[src/rtl/comp_pkg.sv]
// Shared types and sizes for the 2-bit comparator self-test.
// Holds the sequencer state encoding and the golden-result bundle.
package comp_pkg;
    localparam int VEC_W   = 4;
    localparam int NUM_VEC = 16;
    localparam int OP_W    = 2;

    typedef enum logic [1:0] {
        ST_IDLE,
        ST_SETTLE,
        ST_CHECK,
        ST_DONE
    } state_t;

    typedef struct packed {
        logic gt;
        logic eq;
        logic lt;
    } cmp_res_t;
endpackage

[src/rtl/comp_ref.sv]
// Golden 2-bit magnitude comparator; purely combinational, zero latency.
// No flow control: output follows a/b in the same cycle.
module comp_ref
    import comp_pkg::*;
(
    input  logic [OP_W-1:0] a,
    input  logic [OP_W-1:0] b,
    output cmp_res_t        res
);
    always_comb begin
        res.gt = (a > b);
        res.eq = (a == b);
        res.lt = (a < b);
    end
endmodule

[src/rtl/comp_bist.sv]
// Sweeps all 16 operand pairs into an external comparator and scores its results.
// Latency: 16*(SETTLE+1) cycles per sweep; start is ignored while busy, no backpressure.
module comp_bist
    import comp_pkg::*;
#(
    parameter int SETTLE = 2
) (
    input  logic            clk,
    input  logic            rst,
    input  logic            start,
    output logic [OP_W-1:0] a,
    output logic [OP_W-1:0] b,
    input  logic            s1,
    input  logic            s2,
    input  logic            s3,
    output logic            busy,
    output logic            done,
    output logic            pass,
    output logic [4:0]      err_count,
    output logic            fail_valid,
    output logic [3:0]      first_fail
);
    state_t           state, state_nxt;
    logic [VEC_W-1:0] vec, vec_nxt;
    logic [3:0]       cnt, cnt_nxt;
    logic [4:0]       err_nxt;
    logic             fv_nxt;
    logic [3:0]       ff_nxt;
    cmp_res_t         golden;
    logic             mismatch;

    // Operands come straight off the vector register, so they are registered and
    // stay frozen on the last vector while DONE holds.
    assign a = vec[VEC_W-1:OP_W];
    assign b = vec[OP_W-1:0];

    comp_ref u_ref (
        .a   (a),
        .b   (b),
        .res (golden)
    );

    // Any bit differing counts, which also catches non-one-hot comparator outputs.
    assign mismatch = ({s1, s2, s3} != {golden.gt, golden.eq, golden.lt});

    assign busy = (state == ST_SETTLE) || (state == ST_CHECK);
    assign done = (state == ST_DONE);
    assign pass = done && (err_count == 5'd0);

    always_comb begin
        state_nxt = state;
        vec_nxt   = vec;
        cnt_nxt   = cnt;
        err_nxt   = err_count;
        fv_nxt    = fail_valid;
        ff_nxt    = first_fail;
        case (state)
            ST_IDLE, ST_DONE: begin
                if (start) begin
                    state_nxt = ST_SETTLE;
                    vec_nxt   = '0;
                    cnt_nxt   = '0;
                    err_nxt   = '0;
                    fv_nxt    = 1'b0;
                    ff_nxt    = '0;
                end
            end
            ST_SETTLE: begin
                if (cnt == 4'(SETTLE - 1)) begin
                    state_nxt = ST_CHECK;
                end else begin
                    cnt_nxt = cnt + 4'd1;
                end
            end
            ST_CHECK: begin
                if (mismatch) begin
                    err_nxt = err_count + 5'd1;
                    if (!fail_valid) begin
                        fv_nxt = 1'b1;
                        ff_nxt = vec;
                    end
                end
                if (vec == VEC_W'(NUM_VEC - 1)) begin
                    state_nxt = ST_DONE;
                end else begin
                    state_nxt = ST_SETTLE;
                    vec_nxt   = vec + 4'd1;
                    cnt_nxt   = '0;
                end
            end
            default: state_nxt = ST_IDLE;
        endcase
    end

    always_ff @(posedge clk) begin
        if (rst) begin
            state      <= ST_IDLE;
            vec        <= '0;
            cnt        <= '0;
            err_count  <= '0;
            fail_valid <= 1'b0;
            first_fail <= '0;
        end else begin
            state      <= state_nxt;
            vec        <= vec_nxt;
            cnt        <= cnt_nxt;
            err_count  <= err_nxt;
            fail_valid <= fv_nxt;
            first_fail <= ff_nxt;
        end
    end
endmodule

[config.mk]
export PLATFORM = sky130hd
export DESIGN_NAME = comp_bist
export DESIGN_NICKNAME = d
export VERILOG_FILES = /design/src/rtl/comp_pkg.sv /design/src/rtl/comp_ref.sv /design/src/rtl/comp_bist.sv
export SDC_FILE = /design/constraint.sdc
export NUM_CORES = 1
export LEC_CHECK = 0
export ABC_AREA = 1
export CAP_MARGIN = 20
export CORE_MARGIN = 5
export CORE_UTILIZATION = 45
export DETAILED_ROUTE_END_ITERATION = 7
export PLACE_DENSITY = 0.77
export SLEW_MARGIN = 20
export SYNTH_ARGS = -nofsm -noshare
export SYNTH_HDL_FRONTEND = slang
export SYNTH_HIERARCHICAL = 1
export SYNTH_SLANG_ARGS = --single-unit
export TNS_END_PERCENT = 20
[constraint.sdc]
create_clock -name clk -period 2.2 [get_ports clk]
set_input_delay 0.55 -clock clk [delete_from_list [all_inputs] [get_ports clk]]
set_output_delay 0.55 -clock clk [all_outputs]
set_load 0.1 [all_outputs]
==> flow_metrics.tcl <==
set metrics [dict create \
    fill_cells 280 \
    cts_resized 0 \
    nNetsFinal 240 \
    reg2reg_slack_ns 0.26 \
    dpl_worst_slack_ns 0.2299 \
    reg2reg_depth 13 \
    max-slew-margin-rel 0.7288 \
    start_util 0.4567 \
    netlist_area_um2 1360 \
    die_w_um 64.98 \
    antenna_cells 0 \
    antenna_found_initial 0 \
    area_growth_pct 23.73 \
    drv_slew 0 \
    cp-start-kind "flop" \
    outcome "finished, final reports clean" \
    power_density_nw_per_um2 1215 \
    final_hold_viol_count 0 \
    cp.buffers_inverters 1 \
    grt_pass1_wl_um 4533 \
    cts-htree-levels 1 \
    max_freq_ghz 0.4926 \
    finClkSkew_ns 0.004189 \
    via_per_inst 4.773 \
    clock-sinks 20 \
    total_leakage_power_nw 0.7681 \
    ys_seq_area_frac 0.2944 \
    numCtsBuffers 3 \
    ys_ff_latch 20 \
    slowest_delay_ns 0.45 \
    cap_violations 0 \
    grt_max_degree 13 \
    path_clk_slew_ns 0.11 \
    boundaryPins 23 \
    route.detailed.drc 0 \
    slowest_stage "dfxtp_1" \
    grt_setup_unrepaired "false" \
    timing.final.ws_setup_ns 0.1700 \
    ant_nets 0 \
    syn_area_per_cell_um2 6.869 \
    gp_congestion 0.8121 \
    ys_types 27 \
    setup_viol 0 \
    tightest_slew_ns 0.4062 \
    die_h_um 64.98 \
    cts_tree "done" \
    holdBufCountCts 0 \
    core_um2 2978 \
    routed_wl_um 2599 \
    placementRows 20 \
    critPathRequiredTime_ns 1.65 \
    hpwl_um 2083 \
    end_kind "output port" \
    cp_max_fo 4 \
    synth_cells 198 \
    critPathTopFamily "flip-flops" \
    hold_path.startpoint "vec[1]" \
    timing.rr.start "vec[1]" \
    drive_gt1_frac 0.2613 \
    post-route-min-period_ns 2.030 \
    path_cells "ha_4 > nand3_1 > nor3_4 > buf_12" \
    grt_usage 0.1324 \
    power_w 0.002044 \
    gr-total-overflow 0 \
    hold_class "flop to flop" \
    holdPathStages 2 \
    die-area_um2 4222 \
    worstPathArrival_ns 1.48 \
    worstReg2RegEnd "first_fail[2]" \
    clock_latency_ns 0.30 \
    clock-root-buffer "clkbuf_4" \
    path_class "flop to output port" \
    first_pass_iters 4 \
    port_buffers 22 \
    grt_pass1_vias 1094 \
    cts_setup_buffers 0 \
    synthesis.nets 215 \
    dr_total_vias 1217 \
    wl_per_cell_um 10.19 \
    peakVddDrop_mv 0.9018 \
    fin_crit_sh 0.9227 \
    drtIter0Drc 41 \
    clockBufferDepth 2 \
    yosys_warnings 6 \
    min_to "vec[1]" \
]
worst max path at each step:
stage | from | endpoint | slack [ns] | depth (start not counted)
3_5_place_dp | s3 | first_fail[2] | 0.23 | 10
2_1_floorplan | state[0] | pass | -0.08 | 3
3_3_place_gp | s3 | first_fail[3] | 0.26 | 10
4_1_cts | state[0] | pass | 0.15 | 4
5_1_grt | vec[1] | first_fail[0] | 0.05 | 13
6_report | state[0] | pass | 0.17 | 4
synth_stat cells:
cell	count	share of area
nand3_2	3	0.022
buf_2	3	0.011
dfxtp_1	20	0.29
inv_2	4	0.011
nand2_2	2	0.0092
ha_1	11	0.10
o21ai_2	1	0.0064
nor2_4	1	0.0083
nand2_8	1	0.015
o21bai_1	1	0.0055
a21oi_1	8	0.029
nand4_1	7	0.032
o21ai_1	5	0.018
buf_6	2	0.017
xor2_1	1	0.0064
nand3_1	14	0.052
nor2_1	14	0.039
nor3_1	1	0.0037
o211a_1	1	0.0074
inv_1	30	0.083
xnor2_1	1	0.0064
nand2_1	47	0.13
nand2_4	1	0.0083
o21ai_0	3	0.011
clkinv_1	4	0.011
nor2_2	8	0.037
a21oi_2	4	0.026
metal layers:
layer | global-route usage | vias to the layer above | wire length, µm
met5 | 0 | - | 0
met4 | 0.02375 | 0 | 23
met3 | 0.03640 | 4 | 96
li1 | - | 667 | -
met1 | 0.1776 | 531 | 1262
met2 | 0.2133 | 15 | 1216
flip-flops by register name (all words and copies together), names as in the netlist:
signal / flops
err_count: 5
vec: 4
fail_valid: 1
cnt: 4
state: 2
first_fail: 4
final cells by class:
class / count / area, µm² / share of cell area
clock buffer: 4 / 36.28 / 0.02156
inverter: 38 / 142.6 / 0.08476
multi-input combinational: 135 / 803.3 / 0.4773
sequential: 20 / 409.1 / 0.2431
tap: 33 / 41.29 / 0.02454
timing repair buffer: 25 / 250.2 / 0.1487
cell families after synthesis:
family	share of synthesized area
compound gates	0.1040
xor+xnor	0.01288
fa+ha+maj	0.1012
buf+inv	0.1325
flops	0.2944
simple gates	0.3551
stage by stage:
stage	cell area [µm²]	cells	hold slack (ns)	TNS, ns	util
floorplan	1393	198	0.4774	-0.08236	-
CTS	1683	255	0.5124	0	0.5651
finish	1683	255	0.5086	0	0.5651
global route	1683	255	0.5245	0	0.5651
global placement	1647	251	0.4895	0	0.5529
detailed placement	1647	251	0.4934	0	0.5529
where the power goes:
group	switching, W	total, W	internal (W)
registers	0.0000827	0.000527	0.000445
logic	0.000940	0.00130	0.000364
clock network	0.000111	0.000212	0.000101
total	0.00113	0.00204	0.000910
layout by cell type (no fill, tap or decap):
| cell | count |
|---|---|
| buf_4 | 16 |
| nand3_2 | 3 |
| nor2_4 | 1 |
| o21ai_0 | 3 |
| nand2_1 | 47 |
| nand2_4 | 1 |
| buf_12 | 4 |
| o21ai_2 | 1 |
| o21bai_1 | 1 |
| xnor2_1 | 1 |
| nand4_1 | 7 |
| nor3_4 | 1 |
| ha_1 | 10 |
| a21oi_1 | 8 |
| clkinv_1 | 4 |
| inv_1 | 30 |
| inv_2 | 4 |
| nor2_1 | 14 |
| nand3_1 | 14 |
| o21ai_1 | 5 |
| ha_4 | 1 |
| dfxtp_1 | 13 |
| dfxtp_2 | 7 |
| clkdlybuf4s50_1 | 5 |
| nand2_2 | 2 |
| clkbuf_4 | 3 |
| nand2_8 | 1 |
| a21oi_2 | 4 |
| o211a_1 | 1 |
| clkbuf_8 | 1 |
| xor2_1 | 1 |
| nor2_2 | 8 |
worst register-to-register path: cells and delay by family, from the launching register on:
family / cells / cell delay [ns]
and+or+nand+nor: 8 / 0.89
DFF: 1 / 0.40
adders and majority gates: 1 / 0.31
buffers and inverters: 3 / 0.18
AOI/OAI and AO/OA: 1 / 0.12
Note: power is estimated with default switching activity, not from simulation.
